$ cat src/rtl/hall_motor_emulator.sv
// Emulates a sensored BLDC rotor: decodes gate drive, models speed as clocks-per-sector and
// produces the matching Hall sensor outputs with a sticky shoot-through fault flag.
module hall_motor_emulator #(
    parameter int unsigned MAX_PERIOD = 64,
    parameter int unsigned MIN_PERIOD = 16,
    parameter int unsigned ACCEL      = 8,
    parameter int unsigned DECEL      = 4
) (
    input  logic       clk,
    input  logic       rst_n,
    input  logic [5:0] MC,
    output logic [2:0] HS,
    output logic [2:0] sector,
    output logic       moving,
    output logic       dir,
    output logic       step,
    output logic       fault
);
    // One spare bit so period + 4*DECEL never wraps before saturation.
    localparam int unsigned PW = $clog2(MAX_PERIOD + 4 * DECEL) + 1;

    localparam logic [PW-1:0] LP_MAX     = PW'(MAX_PERIOD);
    localparam logic [PW-1:0] LP_MIN     = PW'(MIN_PERIOD);
    localparam logic [PW-1:0] LP_ACCEL   = PW'(ACCEL);
    localparam logic [PW-1:0] LP_MIN_ACC = PW'(MIN_PERIOD + ACCEL);
    localparam logic [PW-1:0] LP_DEC     = PW'(DECEL);
    localparam logic [PW-1:0] LP_DEC4    = PW'(4 * DECEL);
    localparam logic [PW-1:0] LP_ONE     = PW'(1);

    typedef enum logic [2:0] {ClsCoast, ClsBrake, ClsDriveCcw, ClsDriveCw, ClsFault} cls_e;

    function automatic logic [5:0] f_ccw_pat(input logic [2:0] s);
        case (s)
            3'd1:    return 6'b100100;
            3'd2:    return 6'b100001;
            3'd3:    return 6'b001001;
            3'd4:    return 6'b011000;
            3'd5:    return 6'b010010;
            3'd6:    return 6'b000110;
            default: return 6'b000000;
        endcase
    endfunction

    function automatic logic [2:0] f_hs(input logic [2:0] s);
        case (s)
            3'd1:    return 3'b100;
            3'd2:    return 3'b110;
            3'd3:    return 3'b010;
            3'd4:    return 3'b011;
            3'd5:    return 3'b001;
            3'd6:    return 3'b101;
            default: return 3'b100;
        endcase
    endfunction

    function automatic logic [2:0] f_next(input logic [2:0] s, input logic d);
        if (d) return (s == 3'd6) ? 3'd1 : s + 3'd1;
        return (s == 3'd1) ? 3'd6 : s - 3'd1;
    endfunction

    logic [2:0]    r_sector, w_sector_nxt;
    logic [2:0]    r_hs, w_hs_nxt;
    logic          r_moving, w_moving_nxt;
    logic          r_dir, w_dir_nxt;
    logic          r_step, w_step_nxt;
    logic          r_fault, w_fault_nxt;
    logic [PW-1:0] r_cnt, w_cnt_nxt;
    logic [PW-1:0] r_period, w_period_nxt;
    logic [PW-1:0] w_period_up;
    logic [5:0]    w_pat_ccw, w_pat_cw;
    logic          w_shoot, w_drive, w_drive_dir;
    cls_e          w_cls;

    assign w_pat_ccw = f_ccw_pat(r_sector);
    assign w_pat_cw  = {w_pat_ccw[4], w_pat_ccw[5], w_pat_ccw[2], w_pat_ccw[3],
                        w_pat_ccw[0], w_pat_ccw[1]};
    assign w_shoot   = (MC[5] & MC[4]) | (MC[3] & MC[2]) | (MC[1] & MC[0]);

    // Once faulted, every drive value degrades to coast.
    always_comb begin
        w_cls = ClsCoast;
        if (!r_fault) begin
            if (w_shoot)                w_cls = ClsFault;
            else if (MC == 6'b010101)   w_cls = ClsBrake;
            else if (MC == w_pat_ccw)   w_cls = ClsDriveCcw;
            else if (MC == w_pat_cw)    w_cls = ClsDriveCw;
        end
    end

    assign w_drive     = (w_cls == ClsDriveCcw) || (w_cls == ClsDriveCw);
    assign w_drive_dir = (w_cls == ClsDriveCcw);

    always_comb begin
        w_sector_nxt = r_sector;
        w_hs_nxt     = r_hs;
        w_moving_nxt = r_moving;
        w_dir_nxt    = r_dir;
        w_step_nxt   = 1'b0;
        w_fault_nxt  = r_fault | (w_cls == ClsFault);
        w_cnt_nxt    = r_cnt;
        w_period_nxt = r_period;
        w_period_up  = r_period + ((w_cls == ClsBrake || w_drive) ? LP_DEC4 : LP_DEC);
        if (!r_moving) begin
            if (w_drive) begin
                w_moving_nxt = 1'b1;
                w_dir_nxt    = w_drive_dir;
                w_period_nxt = LP_MAX;
                w_cnt_nxt    = '0;
            end
        end else if (r_cnt == r_period - LP_ONE) begin
            w_cnt_nxt    = '0;
            w_sector_nxt = f_next(r_sector, r_dir);
            w_hs_nxt     = f_hs(w_sector_nxt);
            w_step_nxt   = 1'b1;
            if (w_drive && (w_drive_dir == r_dir)) begin
                w_period_nxt = (r_period >= LP_MIN_ACC) ? r_period - LP_ACCEL : LP_MIN;
            end else if (w_period_up >= LP_MAX) begin
                // Final advance: rotor comes to rest on this edge.
                w_period_nxt = LP_MAX;
                w_moving_nxt = 1'b0;
            end else begin
                w_period_nxt = w_period_up;
            end
        end else begin
            w_cnt_nxt = r_cnt + LP_ONE;
        end
    end

    always_ff @(posedge clk or negedge rst_n) begin
        if (!rst_n) begin
            r_sector <= 3'd1;
            r_hs     <= 3'b100;
            r_moving <= 1'b0;
            r_dir    <= 1'b1;
            r_step   <= 1'b0;
            r_fault  <= 1'b0;
            r_cnt    <= '0;
            r_period <= LP_MAX;
        end else begin
            r_sector <= w_sector_nxt;
            r_hs     <= w_hs_nxt;
            r_moving <= w_moving_nxt;
            r_dir    <= w_dir_nxt;
            r_step   <= w_step_nxt;
            r_fault  <= w_fault_nxt;
            r_cnt    <= w_cnt_nxt;
            r_period <= w_period_nxt;
        end
    end

    assign HS     = r_hs;
    assign sector = r_sector;
    assign moving = r_moving;
    assign dir    = r_dir;
    assign step   = r_step;
    assign fault  = r_fault;

endmodule

$ cat config.mk
export PLATFORM = sky130hd
export DESIGN_NAME = hall_motor_emulator
export DESIGN_NICKNAME = d
export VERILOG_FILES = /design/src/rtl/hall_motor_emulator.sv
export SDC_FILE = /design/constraint.sdc
export NUM_CORES = 1
export LEC_CHECK = 0
export BUFFER_PORTS_ARGS = -buffer_cell sky130_fd_sc_hd__buf_4
export CORE_MARGIN = 10
export CORE_UTILIZATION = 35
export CTS_CLUSTER_DIAMETER = 150
export DETAILED_ROUTE_END_ITERATION = 12
export PLACE_DENSITY = 0.5
export SETUP_SLACK_MARGIN = 0.02
export SKIP_CTS_REPAIR_TIMING = 1
export SYNTH_ARGS = -nofsm -noshare
export SYNTH_HDL_FRONTEND = slang
export SYNTH_SLANG_ARGS = --single-unit
$ cat constraint.sdc
create_clock -name clk -period 4.7 [get_ports clk]
set_clock_uncertainty 0.15 [all_clocks]
set_input_delay 0.235 -clock clk [delete_from_list [all_inputs] [get_ports clk]]
set_output_delay 0.235 -clock clk [all_outputs]
set_load 0.02 [all_outputs]
== Yosys cells after proc, flatten, opt, wreduce, memory -nomap -nowiden ==
Cells that the tools add are included.

* Add/subtract/negate cells: 6
* Multiply operators: 0
* Div/mod/pow operators: 0
* $lt $le $gt $ge: 2
* Equal/unequal tests: 21
* Shift operators: 0
* Multiplexer cells: 33
* Bitwise gates (word level): 7
* Reduce and logical (&&, ||, !) cells: 7

{| class="wikitable"
|+ Operators with widths
! cell !! number
|-
| $mux 8 || 9
|-
| $pmux 6 s6 || 1
|-
| $mux 3 || 8
|-
| $eq 3x3->1 const B || 7
|-
| $eq 3x2->1 const B || 6
|-
| $pmux 3 s5 || 1
|-
| $eq 6x6->1 || 2
|-
| $mux 1 || 10
|-
| $add 8x1->8 const B || 1
|-
| $add 8x5->8 || 1
|-
| $eq 8x8->1 || 1
|-
| $ge 8x5->1 const B || 1
|-
| $ge 8x7->1 const B || 1
|-
| $sub 8x1->8 const B || 1
|-
| $sub 8x4->8 const B || 1
|-
| $eq 3x1->1 const B || 2
|-
| $eq 6x5->1 const B || 1
|-
| $mux 2 || 3
|-
| $reduce_and 2->1 || 3
|-
| $mux 5 || 1
|-
| $add 3x1->3 const B || 1
|-
| $and 1x1->1 || 3
|-
| $or 1x1->1 || 3
|-
| $sub 3x1->3 const B || 1
|-
| other kinds (6) || 7
|}

* Bits in registers: 26
* Bits in latches: 0
* Bits in writable memories: 0
* Bits in read-only memories: 0
* Logic and storage cells: 84
* Memories kept: 0

== Depth between registers and ports, before layout ==
Gate-level depths: netlist of run 1.

* Word-level depth: 18
* Mapped depth: 21
* Gate-level depth less buffers: 20

== Worst setup path before layout of run 1 ==
OpenSTA, ideal clock, no wires.

* Kind: reg2reg
* Start: register r_sector[0] (netlist: sector[0])
* End: register r_period[5]
* Setup time: 118 ps
* Arrival time: 3655 ps
* Data required time: 4432 ps
* Setup slack: 777 ps
* Cell stages (with the launch flop): 21
* Path buffers: 1
* Path through: dfstp_2 inv_1 ha_1 buf_2 mux2i_1 xor2_1 o2111ai_1 or3_1 nand2_1 o21a_1 inv_1 ha_1 ha_1 a21o_1 nand2_1 nor2_1 a22o_1 and3_1 mux2i_1 a31oi_1 a21o_1

* Word-level cells in the longest chain between the ends: 18
* Elaborated cells between the ends (all ways): 30

{| class="wikitable"
|+ RTL lines
! item !! line !! source
|-
| from (decl) || 61 || <nowiki>logic [2:0] r_sector, w_sector_nxt;</nowiki>
|-
| from (signal assigned) || 140 || <nowiki>r_sector <= w_sector_nxt;</nowiki>
|-
| $eq 3x3->1, or another cell as far along || 33 || <nowiki>case (s)</nowiki>
|-
| $pmux 6 s6 (*) || 33 ||
|-
| $eq 6x6->1 || 86 || <nowiki>else if (MC == w_pat_cw) w_cls = ClsDriveCw;</nowiki>
|-
| $mux 2 || 86 ||
|-
| $mux 2 (*) || 85 || <nowiki>else if (MC == w_pat_ccw) w_cls = ClsDriveCcw;</nowiki>
|-
| $mux 2 (*) || 84 || <nowiki>else if (MC == 6'b010101) w_cls = ClsBrake;</nowiki>
|-
| $mux 3 (*) || 83 || <nowiki>if (w_shoot) w_cls = ClsFault;</nowiki>
|-
| $mux 3 (*) || 82 || <nowiki>if (!r_fault) begin</nowiki>
|-
| [... 2 more ...] || -- ||
|-
| $logic_or 1x1->1 || 102 || <nowiki>w_period_up = r_period + ((w_cls == ClsBrake || w_drive) ? LP_DEC4 : LP_DEC);</nowiki>
|-
| $mux 5 || 102 ||
|-
| $add 8x5->8 || 102 ||
|-
| $ge 8x7->1 || 117 || <nowiki>end else if (w_period_up >= LP_MAX) begin</nowiki>
|-
| $mux 8 || 117 ||
|-
| $mux 8 || 115 || <nowiki>if (w_drive && (w_drive_dir == r_dir)) begin</nowiki>
|-
| $mux 8 || 110 || <nowiki>end else if (r_cnt == r_period - LP_ONE) begin</nowiki>
|-
| $mux 8 || 103 || <nowiki>if (!r_moving) begin</nowiki>
|-
| to (signal assigned) || 147 || <nowiki>r_period <= w_period_nxt;</nowiki>
|-
| to (decl) || 68 || <nowiki>logic [PW-1:0] r_period, w_period_nxt;</nowiki>
|}

Mark *: on every way between the ends. The rest lies on a longest branch, timed or not. The select of a mux whose other input is x is not followed.
A chain may end at the register's enable or synchronous reset.

== Worst setup path in the final report of run 1 ==
Ends and elaborated chain as after synthesis.

==> results.md, run 1 <==
- Status: finished clean
- Clock sinks: 24
- Commonest cells in the netlist: dfrtp_1, nand2_1, o21ai_0, ha_1, nor2_1
- Congestion Overflow GR: 0
- Switching share of total power: 28.6%
- Peak VDD IR: 208 µV
- H-tree depth: 1
- GRT met2 Usage: 17.1%
- Port bufs: 17
- Sequential share of the synthesized area: 30.7%
- Post-synthesis cell type with the largest combined area: dfrtp_1
- Worst Tran Pin Value: 0.823 ns
- Worst-path fanout max: 11
- Die height: 95.1 µm
- Root buffer cell: clkbuf_8
- Worst endpoint required time: 4.72 ns
- Net Count, Synth: 247
- Internal: 0.409 mW
- Worst skew pair latency: 0.27 ns
- Yosys cell types: 50
- Antenna cell count: 0
- Critical Path End Type: flop
- Yosys top cell area share: 25.4%
- Pwr Density: 261 nW/µm²
- Final Hold Violating Endpoints: 0
- Max Freq: 244 MHz
- Gr busiest metal: met2
- Syn_area_per_cell: 8.81 µm²
- Total GRT Usage: 10.1%
- Final Instance Area: 2200 µm²
- Setup TNS: 0 ns
- Final period utilization: 87.4%
- Synth-to-layout area growth: 11.4%
- Cell count after synthesis: 224
- Yosys warning count: 0
- Comb power frac: 19.2%
- ANT nets after route: 0
- FILL cells: 569
- Number of flops mapped to enable cells by yosys: 0
- Final core utilization: 40.1%
- Final WL: 4430 µm
- CTS Buffer Depth: 2
- Post-Syn Area: 1970 µm²
- CTS Buf Count: 3
- Critical Path AT: 4.13 ns
- Row count: 27
- WS Path Type: flop to flop
- Chip Width: 95.1 µm
- Max-cap violations: 0
- Endpoints failing setup: 0
- Final slew viol count: 0
- Unrepaired setup endpoints after global routing: false
- Vias in the first global route: 1,534
- Leakage: 0.957 nW
- Met3 GRT Util: 1.57%
- Psw: 0.164 mW
- First-pass detailed-route iteration total: 4
- Final estimated routing congestion in global placement: 0.799
- DRC viols: 0
- Async set-reset flop share out of synthesis: 100%
- Top cells by area, synth: dfrtp_1, ha_1, dfstp_2
- Placed cell area: 2120 µm²
- FF+latch count, synth: 24
- DP HPWL: 3350 µm
- Sequential power share: 48.7%
- Avg Vias per Cell: 5.26
- Setup Slack @ Placement: 0.572 ns
- Met1 Usage GRT: 13.1%
- Ys flop type: dfrtp_1
- Core area: 5470 µm²
- Worst setup margin: 0.594 ns
- DR WL/cell: 14.5 µm
- Clock power share: 32.1%
- Largest net degree at the start of global routing: 25
- Max_slew headroom: 45.2%
- Vias after detailed routing: 1,610
- Startpoint types: flop
- # IOs: 18
- Die ar.: 9040 µm²
- Hold WC Path Type: input port to async pin
- Layout cells sized above 1: 15.8%
- Initial antenna violation count: 0
- First-pass GRT wire length: 7510 µm
- CTS clock-pin slew for the worst setup and hold paths: 0.10 ns
- Post-layout min period: 4.11 ns
- CTS tree: built
- Initial Util: 36.1%
- # nets final: 258
- First-iteration detailed-routing DRC count: 57
## placed cells by master (no fill, tap or decap), types with 5 or more instances in the layout
master,netlist,final
nand2_1,20,20
and3_1,5,5
nor2_1,13,13
xor2_1,10,10
buf_4,2,17
ha_1,15,15
xnor2_1,12,12
o21ai_0,19,19
dfrtp_1,20,20
o31ai_1,5,5
nand3_1,6,6
inv_1,12,12
a21oi_1,11,11
## worst max-delay path: stages (launching register included)
cell and delay [ns]:
dfstp_2 0.61, inv_1 0.08, ha_1 0.31, o31ai_1 0.27, a2bb2oi_1 0.14, xor2_1 0.18
or3_1 0.41, nand2_1 0.12, o21a_1 0.15, inv_1 0.05, ha_1 0.19, ha_1 0.21
a21o_1 0.18, nand2_1 0.09, nor2_1 0.06, a22o_1 0.26, and3_1 0.18, mux2i_1 0.12
a31oi_1 0.10, a21o_1 0.16
## area by class of cell
| cell class | count | area (µm²) | area share [%] |
|---|---|---|---|
| Tap cell | 72 | 90.1 | 4.10 |
| Inverter | 13 | 48.8 | 2.22 |
| Clock inverter | 1 | 30.0 | 1.37 |
| Clock buffer | 3 | 41.3 | 1.88 |
| Sequential cell | 24 | 606 | 27.6 |
| Multi-Input combinational cell | 175 | 1240 | 56.6 |
| Timing Repair Buffer | 18 | 138 | 6.26 |
## state kept, by name (all words and copies together) (netlist names)
name,cells
sector,3
moving,1
r_cnt,8
HS,3
r_period,6
dir,1
fault,1
step,1
## worst paths after layout
check / start / endpoint / slack, ns / cells past startpoint
max: sector[0]$_DFFE_PN1P_ / r_period[5]$_DFFE_PN0P_ / 0.59 / 19
min: rst_n / r_cnt[7]$_DFFE_PN0P_ / 0.24 / 2
max reg2reg: sector[0]$_DFFE_PN1P_ / r_period[5]$_DFFE_PN0P_ / 0.59 / 19
min reg2reg: HS[0]$_DFFE_PN0P_ / HS[0]$_DFFE_PN0P_ / 0.35 / 2
max in group asynchronous: rst_n / sector[0]$_DFFE_PN1P_ / 3.86 / 2
min in group clk: MC[1] / dir$_DFFE_PN1P_ / 0.27 / 5
## per-stage QoR
step | cells | total power [mW] | hold WS (ns)
final | 306 | 0.573 | 0.241
after global routing | 306 | 0.609 | 0.265
after CTS | 305 | 0.580 | -0.286
after detailed placement | 301 | 0.394 | 0.0112
after global placement | 301 | 0.391 | 0.0105
after floorplan | 224 | 0.357 | -0.211
## kinds of logic after synthesis
kind of cell	after synthesis	synth area share (%)
AOI/OAI and AO/OA	64	21.3
buffers and inverters	25	6.28
muxes	6	4.44
xor gates and xnor gates	22	9.77
and+or+nand+nor	68	18.0
adders and majority gates	15	9.51
DFF	24	30.7
## per-layer routing
layer,vias up,wire (µm),part of all wire [%]
met3,2,158,3.6
li1,814,-,-
met4,0,25,0.56
met1,770,2140,48
met5,-,0,0
met2,24,2100,48
## power groups by stage
stage,Clock (mW),Sequential [mW],Combinational [mW]
floorplan,0,0.272,0.0845
global placement,0,0.282,0.109
detailed placement,0,0.283,0.111
CTS,0.189,0.279,0.111
global route,0.198,0.285,0.126
finish,0.184,0.279,0.110
No activity file was read; power rests on OpenSTA's default activity.
==> run 2, diff against run 1 <==
CELL_PAD_IN_SITES_DETAIL_PLACEMENT = 0   (was default)
CELL_PAD_IN_SITES_GLOBAL_PLACEMENT = 2   (was default)
CORE_UTILIZATION = 37   (was 35)
PLACE_DENSITY = 0.84   (was 0.5)
==> run 2 against run 1 <==
- combinational power hardly changed
- clock power is essentially flat
- sequential share of layout area hardly changed
- die area fell by 4.3%
- hold slack better by 0.0023 ns
- cell count decreased by 0.65%
- clock-buffer cell count stayed put
- critical endpoint unchanged
- design area decreased by 0.11%
==> results.md, run 2 (synthesis gave the netlist of run 1 again) <==
- Peak VDD IR: 164 µV
- Vias after detailed routing: 1,635
- Top reg by flops: r_cnt
- Post-layout min period: 4.15 ns
- Worst Tran Pin Value: 0.907 ns
- Crit-path max cell delay: 0.61 ns
- Row count: 26
- CP most frequent cell: ha_1
- Placed Cells: 299
- Largest net degree at the start of global routing: 25
- First-pass GRT wire length: 7800 µm
- Register area: 606 µm²
- CTS tree: built
- Initial Util: 38.4%
- Unrepaired setup endpoints after global routing: false
- ANT nets after route: 0
- Final slew viol count: 0
- Antenna cell count: 0
- Number of flip-flops under the largest register name: 8
- DRC viols: 0
- Biggest regs: r_cnt x8, r_period x6
- Layout cells sized above 1: 15.8%
- CTS Buf Count: 3
- Worst Setup SP: sector[0]$_DFFE_PN1P_
- Die height: 93.0 µm
- Status: finished clean
- Clock sinks: 24
- Worst path cell trace: inv_1 -> ha_1 -> o31ai_1 -> a2bb2oi_1 -> xor2_1 -> or3_1 -> nand2_1 -> o21a_1 -> inv_1 -> ha_1 -> ha_1 -> a21o_1 -> nand2_1 -> nor2_1 -> a22o_1 -> and3_1 -> mux2i_1 -> a31oi_1 -> a21o_1
- Final WL: 4480 µm
- Root buffer cell: clkbuf_8
- Port bufs: 17
- Multi-input logic area: 1240 µm²
- # IOs: 18
- Endpoints failing setup: 0
- Worst skew pair latency: 0.27 ns
- Chip Width: 93.0 µm
- Max Freq: 241 MHz
- H-tree depth: 1
- First-pass detailed-route iteration total: 4
- First-iteration detailed-routing DRC count: 55
- Avg Vias per Cell: 5.38
- Hold WC Path Type: input port to async pin
- Pwr Density: 261 nW/µm²
- Crit path max-delay cell type: dfstp_2
- Final Hold Violating Endpoints: 0
- Total GRT Usage: 10.6%
- CTS Buffer Depth: 2
- Core area: 5140 µm²
- Worst endpoint required time: 4.72 ns
- Final estimated routing congestion in global placement: 0.769
- FILL cells: 548
- Critical Path AT: 4.17 ns
- Max_slew headroom: 39.5%
- Vias in the first global route: 1,556
- Congestion Overflow GR: 0
- Hold Slack: 0.244 ns
- Reg-to-reg startpoint: sector[0]$_DFFE_PN1P_
- Critical Path End Type: flop
- Startpoint types: flop
- Largest delay share family, worst path: compound AO/OA/AOI/OAI gates
- Final std cells w/o fill: 304
- CTS clock-pin slew for the worst setup and hold paths: 0.09 ns
- Synth-to-layout area growth: 11.2%
- Initial antenna violation count: 0
- Die ar.: 8650 µm²
- # nets final: 258
- WS Path Type: flop to flop
- Max-cap violations: 0
- Final core utilization: 42.7%
- DR WL/cell: 14.7 µm
- Setup TNS: 0 ns
- Most frequent cells in the layout: dfrtp_1, nand2_1, o21ai_0
- Leakage: 0.957 nW
- Buf/Inv on CP: 2
- Worst-path fanout max: 11
- DP HPWL: 3380 µm
- Final period utilization: 88.3%
run 2: cell counts in the layout (fill, tap and decap cells not counted):
No cell type changed its count.
run 2: cell type report:
cell class                 instances  share of cell area [%]
timing repair buffer              18                    6.27
clock inverter                     1                    1.37
clock buffer                       3                    1.88
inverter                          13                    2.22
sequential                        24                    27.6
multi-input combinational        175                    56.7
tap                               70                    3.99
run 2: stage by stage:
step / cell area, µm² / total power [mW] / setup WS, ns
4_1_cts: 2180 / 0.581 / 0.544
6_report: 2190 / 0.572 / 0.552
2_1_floorplan: 1970 / 0.357 / 0.777
3_3_place_gp: 2110 / 0.391 / 0.625
3_5_place_dp: 2110 / 0.393 / 0.564
5_1_grt: 2190 / 0.613 / 0.238
run 2: per-layer routing:
layer  vias to the layer above  wire (µm)  track usage, %
met5                         -          0               0
met4                         0         31            1.93
met3                         5        128            1.68
met2                        16       2210            18.6
met1                       794       2110            13.4
li1                        820          -               -
run 2: final timing paths:
kind | to | slack, ns | cells after the start
setup / recovery | r_period[5]$_DFFE_PN0P_ | 0.55 | 19
hold reg to reg | HS[0]$_DFFE_PN0P_ | 0.35 | 2
hold / removal | r_cnt[0]$_DFFE_PN0P_ | 0.24 | 2
min in group clk | dir$_DFFE_PN1P_ | 0.29 | 5
setup reg to reg | r_period[5]$_DFFE_PN0P_ | 0.55 | 19
max in group asynchronous | dir$_DFFE_PN1P_ | 3.87 | 2
run 2: report_power, final:
group	switching (mW)	internal [mW]	total (mW)
clock network	0.0688	0.114	0.183
registers	0.0416	0.238	0.280
logic	0.0526	0.0570	0.110
total	0.163	0.409	0.572
==> run 3, diff against run 2 <==
BUFFER_PORTS_ARGS = -buffer_cell sky130_fd_sc_hd__buf_2   (was -buffer_cell sky130_fd_sc_hd__buf_4)
CORE_ASPECT_RATIO = 1.4   (was default)
PLACE_DENSITY = default   (was 0.84)
PLACE_DENSITY_LB_ADDON = 0.1   (was default)
==> run 3 against run 2 <==
- clock-buffer cell count stayed put
- via count increased by 0.67%
- sequential power about the same
- cell count fell by 0.99%
- die area rose by 0.48%
- non-clock buffer count up 1
- register-to-register slack worse by 0.05 ns
- power up 0.51%
- critical endpoint unchanged
- largest power group unchanged
==> results.md, run 3 (synthesis gave the netlist of run 1 again) <==
- Startpoint types: flop
- Critical Path End Type: flop
- Clock power share: 32.1%
- Psw: 0.168 mW
- Top reg by flops: r_cnt
- Hold WC Path Type: input port to async pin
- DR WL/cell: 15.4 µm
- Core area: 5160 µm²
- Unrepaired setup endpoints after global routing: false
- Crit path max-delay cell type: dfstp_2
- Number of flip-flops under the largest register name: 8
- Die height: 106 µm
- Setup TNS: 0 ns
- Leakage: 0.954 nW
- Worst skew pair latency: 0.27 ns
- First-iteration detailed-routing DRC count: 44
- DRC viols: 0
- Wire length on met2: 2470 µm
- CTS tree: built
- Final period utilization: 89.2%
- M1 WL: 1920 µm
- First-pass GRT wire length: 7720 µm
- Total power: 0.575 mW
- Max Used Layer: met4
- Worst endpoint required time: 4.72 ns
- # nets final: 259
- Worst-path fanout max: 11
- Final WL: 4640 µm
- Vias after detailed routing: 1,646
- Final estimated routing congestion in global placement: 0.856
- Internal: 0.407 mW
- WS Path Type: flop to flop
- Peak VDD IR: 177 µV
- Worst Tran Pin Value: 0.637 ns
- CP most frequent cell: ha_1
- Synth-to-layout area growth: 9.19%
- Switching share of total power: 29.2%
- Port bufs: 17
- Row count: 31
- ANT nets after route: 0
- Max-cap violations: 0
- Initial Util: 38.2%
- CTS Buf Count: 3
- Critical Path AT: 4.21 ns
- Comb power frac: 19.1%
- Root buffer cell: clkbuf_8
- Avg Vias per Cell: 5.47
- # IOs: 18
- Largest net degree at the start of global routing: 25
- Endpoints failing setup: 0
- Crit-path max cell delay: 0.62 ns
- CTS Buffer Depth: 2
- Layout cells sized above 1: 16.2%
- Pwr Density: 267 nW/µm²
- Max Freq: 238 MHz
- Final slew viol count: 0
- Total GRT Usage: 10.9%
- H-tree depth: 1
- Initial antenna violation count: 0
- Chip Width: 81.7 µm
- Biggest regs: r_cnt x8, r_period x6
- Final Hold Violating Endpoints: 0
- Met3 wire length: 147 µm
- Worst path cell trace: inv_1 -> ha_1 -> mux2i_1 -> xor2_1 -> o2111ai_1 -> or3_1 -> nand2_1 -> o21a_1 -> inv_1 -> ha_1 -> ha_1 -> a21o_1 -> nand2_1 -> nor2_1 -> a22o_1 -> and3_1 -> mux2i_1 -> a31oi_1 -> a21o_1
- Post-layout min period: 4.19 ns
- Vias in the first global route: 1,672
- DP HPWL: 3620 µm
- Max_slew headroom: 57.5%
- Sequential power share: 48.8%
- First-pass detailed-route iteration total: 6
- Status: finished clean
- Congestion Overflow GR: 0
- Die ar.: 8700 µm²
- Antenna cell count: 0
- Most frequent cells in the layout: dfrtp_1, nand2_1, o21ai_0
- CTS clock-pin slew for the worst setup and hold paths: 0.09 ns
- Clock sinks: 24
==> run 3: cell count changes in the layout (fill, tap and decap cells not counted), sizes merged <==
cell	delta
buf	+1
==> run 3: worst max-delay path: cells and delay by family, from the launching register on <==
kind | cells | cell delay (ns)
AO/OA/AOI/OAI | 6 | 0.98
adder cells (fa/ha/maj) | 3 | 0.71
multiplexers | 2 | 0.34
flip-flops | 1 | 0.62
AND/OR/NAND/NOR | 5 | 0.95
XOR/XNOR | 1 | 0.21
buffers and inverters | 2 | 0.13
==> run 3: through the flow <==
step	cell area, µm²	utilization [%]	setup WS [ns]	cells	hold WS (ns)
after global routing	2150	41.8	0.210	301	0.382
after CTS	2140	41.6	0.498	300	-0.188
final	2150	41.8	0.506	301	0.330
after global placement	2070	40.2	0.652	296	0.0995
after detailed placement	2070	40.2	0.520	296	0.111
after floorplan	1970	-	0.777	224	-0.211
==> run 3: cell type report <==
cell class	count	area, µm²
Inverter	13	48.8
Multi-Input combinational cell	175	1240
Sequential cell	24	606
Clock inverter	1	30.0
Timing Repair Buffer	19	103
Clock buffer	3	41.3
Tap cell	66	82.6
Fill cell	524	3000
==> run 3: metal layers <==
layer	track usage (%)	vias to the layer above
met1	11.7	789
met4	4.15	0
met2	20.4	31
met3	1.60	10
li1	-	816
met5	0	-
==> run 3: power by group through the flow <==
stage | clock (mW) | combinational (mW) | sequential (mW)
after floorplan | 0 | 0.0845 | 0.272
after global placement | 0 | 0.106 | 0.284
after detailed placement | 0 | 0.111 | 0.284
after CTS | 0.194 | 0.111 | 0.281
after global routing | 0.199 | 0.123 | 0.287
final | 0.185 | 0.110 | 0.281
==> run 3: path summary, 6_finish.rpt <==
path | startpoint | endpoint | slack, ns | cells after the start
worst max-delay path | sector[0]$_DFFE_PN1P_ | r_period[5]$_DFFE_PN0P_ | 0.51 | 19
worst min-delay path | rst_n | r_period[4]$_DFFE_PN0P_ | 0.33 | 2
worst max register to register | sector[0]$_DFFE_PN1P_ | r_period[5]$_DFFE_PN0P_ | 0.51 | 19
worst min register to register | HS[2]$_DFFE_PN1P_ | HS[2]$_DFFE_PN1P_ | 0.37 | 1
max in group asynchronous | rst_n | HS[2]$_DFFE_PN1P_ | 3.70 | 2
min in group clk | MC[1] | dir$_DFFE_PN1P_ | 0.33 | 5
